File: config.mk
export PLATFORM = sky130hd
export DESIGN_NAME = prince_cfb_seq
export DESIGN_NICKNAME = d
export VERILOG_FILES = /design/src/rtl/prince_cfb_seq.sv
export SDC_FILE = /design/constraint.sdc
export NUM_CORES = 1
export LEC_CHECK = 0
export ABC_AREA = 1
export CAP_MARGIN = 30
export CORE_ASPECT_RATIO = 0.75
export CORE_MARGIN = 2
export CORE_UTILIZATION = 40
export CTS_CLUSTER_DIAMETER = 50
export DETAILED_ROUTE_END_ITERATION = 16
export PLACE_DENSITY = 0.79
export SLEW_MARGIN = 10
export SYNTH_ARGS = -nofsm -noshare
export SYNTH_HDL_FRONTEND = slang
export SYNTH_SLANG_ARGS = --single-unit
export TNS_END_PERCENT = 20
File: constraint.sdc
create_clock -name clk -period 1.7 [get_ports clk]
set_clock_uncertainty 0.1 [all_clocks]
set_input_delay 0.17 -clock clk [delete_from_list [all_inputs] [get_ports clk]]
set_output_delay 0.17 -clock clk [all_outputs]
set_load 0.02 [all_outputs]
File: src/rtl/prince_cfb_seq.sv
// Sequencer feeding one 16-bit word at a time through an external prince_cfb engine.
// Define PRINCE_CFB_SEQ_TIMEOUT_EN to build the engine-completion timeout and sticky timeout_err.
module prince_cfb_seq #(
  parameter int unsigned TIMEOUT_CYCLES = 255
) (
  input  logic        clk,
  input  logic        rst,
  input  logic        s_valid,
  output logic        s_ready,
  input  logic [15:0] s_data,
  input  logic        s_encrypt,
  output logic        m_valid,
  input  logic        m_ready,
  output logic [15:0] m_data,
  output logic        eng_block_start,
  output logic        eng_encrypt,
  output logic [15:0] eng_plain_text,
  input  logic        eng_block_done,
  input  logic        eng_block_busy_n,
  input  logic [15:0] eng_cipher_text,
  output logic        timeout_err
);

  typedef enum logic [2:0] {
    IDLE     = 3'd0,
    WAIT_RDY = 3'd1,
    START    = 3'd2,
    BUSY     = 3'd3,
    OUT      = 3'd4
  } state_t;

  state_t      state_q, state_d;
  logic        s_ready_q, s_ready_d;
  logic        m_valid_q, m_valid_d;
  logic        start_q, start_d;
  logic        enc_q, enc_d;
  logic [15:0] pt_q, pt_d;
  logic [15:0] md_q, md_d;
  logic        tmo_q, tmo_d;

`ifdef PRINCE_CFB_SEQ_TIMEOUT_EN
  localparam logic [15:0] TMO_LAST = 16'(TIMEOUT_CYCLES - 1);
  logic [15:0] cnt_q, cnt_d;
`endif

  always_comb begin
    state_d = state_q;
    pt_d    = pt_q;
    enc_d   = enc_q;
    md_d    = md_q;
    tmo_d   = tmo_q;
`ifdef PRINCE_CFB_SEQ_TIMEOUT_EN
    cnt_d   = cnt_q;
`endif
    unique case (state_q)
      IDLE: begin
        if (s_valid && s_ready_q) begin
          pt_d    = s_data;
          enc_d   = s_encrypt;
          state_d = eng_block_busy_n ? START : WAIT_RDY;
        end
      end
      WAIT_RDY: begin
        if (eng_block_busy_n) state_d = START;
      end
      START: begin
        state_d = BUSY;
`ifdef PRINCE_CFB_SEQ_TIMEOUT_EN
        cnt_d   = '0;
`endif
      end
      BUSY: begin
        if (eng_block_done) begin
          md_d    = eng_cipher_text;
          state_d = OUT;
        end
`ifdef PRINCE_CFB_SEQ_TIMEOUT_EN
        // The word is dropped on timeout; the flag stays set until reset.
        else if (cnt_q == TMO_LAST) begin
          tmo_d   = 1'b1;
          state_d = IDLE;
        end else begin
          cnt_d = cnt_q + 16'd1;
        end
`endif
      end
      OUT: begin
        if (m_ready) state_d = IDLE;
      end
      default: state_d = IDLE;
    endcase
    // Handshake/strobe outputs are registered from the next state.
    s_ready_d = (state_d == IDLE);
    m_valid_d = (state_d == OUT);
    start_d   = (state_d == START);
  end

  always_ff @(posedge clk) begin
    if (rst) begin
      state_q   <= IDLE;
      s_ready_q <= 1'b0;
      m_valid_q <= 1'b0;
      start_q   <= 1'b0;
      enc_q     <= 1'b0;
      pt_q      <= 16'h0000;
      md_q      <= 16'h0000;
      tmo_q     <= 1'b0;
    end else begin
      state_q   <= state_d;
      s_ready_q <= s_ready_d;
      m_valid_q <= m_valid_d;
      start_q   <= start_d;
      enc_q     <= enc_d;
      pt_q      <= pt_d;
      md_q      <= md_d;
      tmo_q     <= tmo_d;
    end
  end

`ifdef PRINCE_CFB_SEQ_TIMEOUT_EN
  always_ff @(posedge clk) begin
    if (rst) cnt_q <= 16'h0000;
    else     cnt_q <= cnt_d;
  end
`endif

  assign s_ready         = s_ready_q;
  assign m_valid         = m_valid_q;
  assign m_data          = md_q;
  assign eng_block_start = start_q;
  assign eng_encrypt     = enc_q;
  assign eng_plain_text  = pt_q;
  assign timeout_err     = tmo_q;

endmodule
### After elaboration in Yosys (flattened, before gate mapping)

Index checks and enable logic that the tools add are counted.
Widths: inputs -> output; s select.

* register bits: 39
* output and inout port bits: 37
* word-level logic and storage cells: 24

* equal/unequal tests: 6
* multiplexer cells: 6
* reduce and logical (&&, ||, !) cells: 5

Operators with widths (count)
* $pmux 3 s5: 1
* $mux 3: 4
* $eq 3x2->1 const B: 3
* $eq 3x3->1 const B: 2
* $logic_not 3->1: 2
* $reduce_and 2->1: 2
* $eq 3x1->1 const B: 1
* $mux 2: 1
* $logic_and 1x1->1: 1

### Longest topological paths before layout

Gate-level depths: netlist (run 1).

* depth in word-level cells: 4
* gate-level depth with buffers: 9

### Worst setup path after synthesis (run 1)

No wires, ideal clock.

* path kind: reg-to-reg
* start: register s_ready_q, in the netlist s_ready
* end: register start_q, in the netlist eng_block_start
* setup time: 0.112 ns
* arrival: 1.147 ns
* required time: 1.488 ns
* slack: 0.342 ns
* cell stages (with the launch flop): 7
* clock period less this slack: 1.358 ns
* path through: dfxtp_1 > buf_2 > nand2_1 > o21ai_0 > nand2_1 > nand3_1 > nor2_1

* cells in the longest elaborated chain, start to end: 4

RTL lines
* start, declared: line 33 `logic s_ready_q, s_ready_d;`
* start signal, assigned: line 110 `s_ready_q <= s_ready_d;`
* $logic_and 1x1->1: line 57 `if (s_valid && s_ready_q) begin`
* $mux 3: line 57
* $pmux 3 s5: line 55 `unique case (state_q)`
* $eq 3x2->1: line 95 `start_d = (state_d == START);`
* end signal, assigned: line 112 `start_q <= start_d;`
* end, declared: line 35 `logic start_q, start_d;`

Every way passes these cells.
A chain may end at the register's enable or synchronous reset.

### Final worst setup path (run 1)

* start: register pt_q[0], in the netlist eng_plain_text[0]
* end: output port eng_plain_text[0]

RTL lines
* start, declared: line 37 `logic [15:0] pt_q, pt_d;`
* start signal, assigned: line 114 `pt_q <= pt_d;`
* end, declared: line 17 `output logic [15:0] eng_plain_text,`

No word-level cell between the ends.

==> impl_metrics.csv, run 1 <==
group,metric,value,unit
synth,postSynthCellCount,193,
floorplan,num_rows,19,
sta,hold_viol,0,
sta,setup_ws,0.190,ns
floorplan,fp.dieArea,4430,µm²
clock_network,clk_pin_slew_worst_paths,0.07,ns
worst_setup_path,crit_path_max_incr_delay,0.62,ns
layout,area_growth,51.6,%
placed_design,dp_slack,0.216,ns
route,firstDrtPassIters,4,
power,ir_drop,0.618,mV
worst_setup_path,crit_buf_inv,1,
synth,avgSynthCellArea,8.11,µm²
route,postRouteAntennaNets,0,
synth,yosysSeqAreaShare,49.9,%
grt,grt_pass1_wl,6240,µm
placed_design,dpl.hpwl,2700,µm
clock_network,cts_root_buffer,"clkbuf_8",
route,drt_iter0_drc,60,
worst_setup_path,path_class,"reg -> out",
placed_design,place.gp.congestion,0.872,
layout,stdcell_area,2370,µm²
clock_network,insertion_delay,0.28,ns
grt,antenna_found_initial,0,
worst_setup_path,cp.arrival,1.24,ns
floorplan,io_pins,76,
hold_path,holdCritPathClass,"in -> reg",
clock_network,cts_tree,"done",
route,routed_via_density,4.83,
synth,syn-num-nets,232,
layout,drive_gt1_share,7.55,%
placed_design,io_buffers,74,
floorplan,initial_core_util,42.2,%
layout,final_common_cell,"clkdlybuf4s50_1",
worst_setup_path,end_kind,"primary output",
sta,fin_crit_sh,88.8,%
grt,grt_overflow,0,
floorplan,core,3710,µm²
power,power.density,1170,nW/µm²
layout,diodes,0,
sta,setup_viol,0,
sta,finalCriticalPeriod,1.51,ns
clock_network,cts_inserted_buffers,5,
synth,ys_ff_latch,39,
floorplan,die_w,76.2,µm
grt,grt_usage,17.8,%
synth,ys_warn_count,0,
worst_setup_path,cp.required,1.43,ns
power,power,2.78,mW
grt,grt_pass1_vias,1407,
worst_setup_path,cp_max_fo,2,
clock_network,cts_buffer_depth,2,
worst_setup_path,path_cells,"clkdlybuf4s50_1",
sta,slew_violations,0,
route,drc,0,
layout,nets,303,
sta,setup_tns,0,ns
synth,synth_cell_type_count,24,
run,cap_violations,0,
layout,final_cell_mix,"clkdlybuf4s50_1 (73), dfxtp_1 (39), nor2_1 (34)",
clock_network,hold_buffers,0,
power,leakage,0.874,nW
worst_setup_path,critPathTopFamily,"buffers and inverters",
sta,rsz0062_at_grt,"no",
clock_network,htreeDepth,2,
synth,netlist_area,1570,µm²
sta,max_freq,662,MHz
worst_setup_path,critPathSlowestCell,"clkdlybuf4s50_1",
route,vias,1531,
layout,postLayoutCoreUtil,64.0,%
floorplan,die_height,58.2,µm
clock_network,clock_sinks,39,
route,drt-total-wl,3800,µm
route,wl_per_cell,12.0,µm
placed_design,placed_cell_area,2290,µm²
status,status,"completed",
grt,grt_max_degree,22,
worst_setup_path,start_kind,"flip-flop",
==> synthesized netlist by cell type (all sizes together) <==
| library cell | count | area, µm² |
|---|---|---|
| nand4 | 20 | 140 |
| buf | 12 | 97.6 |
| inv | 7 | 31.3 |
| nor3 | 1 | 5.00 |
| nand3 | 6 | 35.0 |
| dfxtp | 39 | 781 |
| o21ai | 17 | 85.1 |
| nand2 | 29 | 111 |
| a21oi | 20 | 100 |
| nor2 | 37 | 146 |
| conb | 1 | 3.75 |
| nand3b | 1 | 7.51 |
| clkbuf | 3 | 21.3 |
==> flip-flops by register name, summed over array words and instances (netlist names) <==
register,flops
state_q,3
m_valid,1
eng_block_start,1
eng_plain_text,16
m_data,16
eng_encrypt,1
s_ready,1
==> logic make-up after synthesis <==
kind of cell / count (synthesis) / synth area share (%)
compound gates: 37 / 11.8
buf+inv: 22 / 9.59
flops: 39 / 49.9
other cells: 1 / 0.240
simple gates: 94 / 28.5
==> metrics by stage <==
step / hold slack [ns] / std cells
after floorplan: 0.148 / 193
after global placement: 0.352 / 309
after detailed placement: 0.354 / 309
after CTS: 0.355 / 317
after global routing: 0.354 / 317
final: 0.362 / 317
==> cell type report <==
class / instances / area [µm²]
inverters: 7 / 31.3
fillers: 355 / 1340
flip-flops and latches: 39 / 781
clock inverters: 1 / 5.00
repair buffers: 79 / 781
clock buffers: 7 / 76.3
well taps: 52 / 65.1
multi-input cells: 132 / 634
==> routing by layer <==
metal / part of all wire [%] / global-route usage, % / vias up
li1: - / - / 787
met1: 49 / 22.1 / 694
met2: 43 / 28.7 / 46
met3: 6.0 / 5.30 / 4
met4: 1.6 / 8.57 / 0
met5: 0 / 0 / -
==> power breakdown <==
| group | switching (mW) | internal [mW] |
|---|---|---|
| logic | 0.609 | 0.450 |
| registers | 0.0964 | 1.04 |
| clock network | 0.300 | 0.288 |
| total | 1.01 | 1.78 |
==> worst paths after layout <==
path | start | endpoint | slack [ns] | depth (start not counted)
worst min register to register | eng_plain_text[15] | eng_plain_text[15] | 0.37 | 2
worst max-delay path | eng_plain_text[0] | eng_plain_text[0] | 0.19 | 1
worst min-delay path | s_data[13] | eng_plain_text[13] | 0.36 | 3
worst max register to register | state_q[0] | eng_plain_text[3] | 0.31 | 4
==> timing repair <==
| item | in CTS | in global routing |
|---|---|---|
| buffers inserted | 0 | 0 |
| resized for setup | 0 | 1 |
| endpoints found under the hold margin | 0 | 0 |
| setup endpoints to repair | 0 | 1 |
No activity file was read; power rests on OpenSTA's default activity.
==> run 2: changes to the inputs <==
--- a/config.mk
+++ b/config.mk
@@ -11,10 +11,11 @@
 export CORE_MARGIN = 2
 export CORE_UTILIZATION = 40
 export CTS_CLUSTER_DIAMETER = 50
+export CTS_CLUSTER_SIZE = 20
 export DETAILED_ROUTE_END_ITERATION = 16
 export PLACE_DENSITY = 0.79
 export SLEW_MARGIN = 10
 export SYNTH_ARGS = -nofsm -noshare
 export SYNTH_HDL_FRONTEND = slang
 export SYNTH_SLANG_ARGS = --single-unit
-export TNS_END_PERCENT = 20
+export TNS_END_PERCENT = 1
==> results of run 2 <==
Final layout, timing and power as in run 1 (identical DEF).
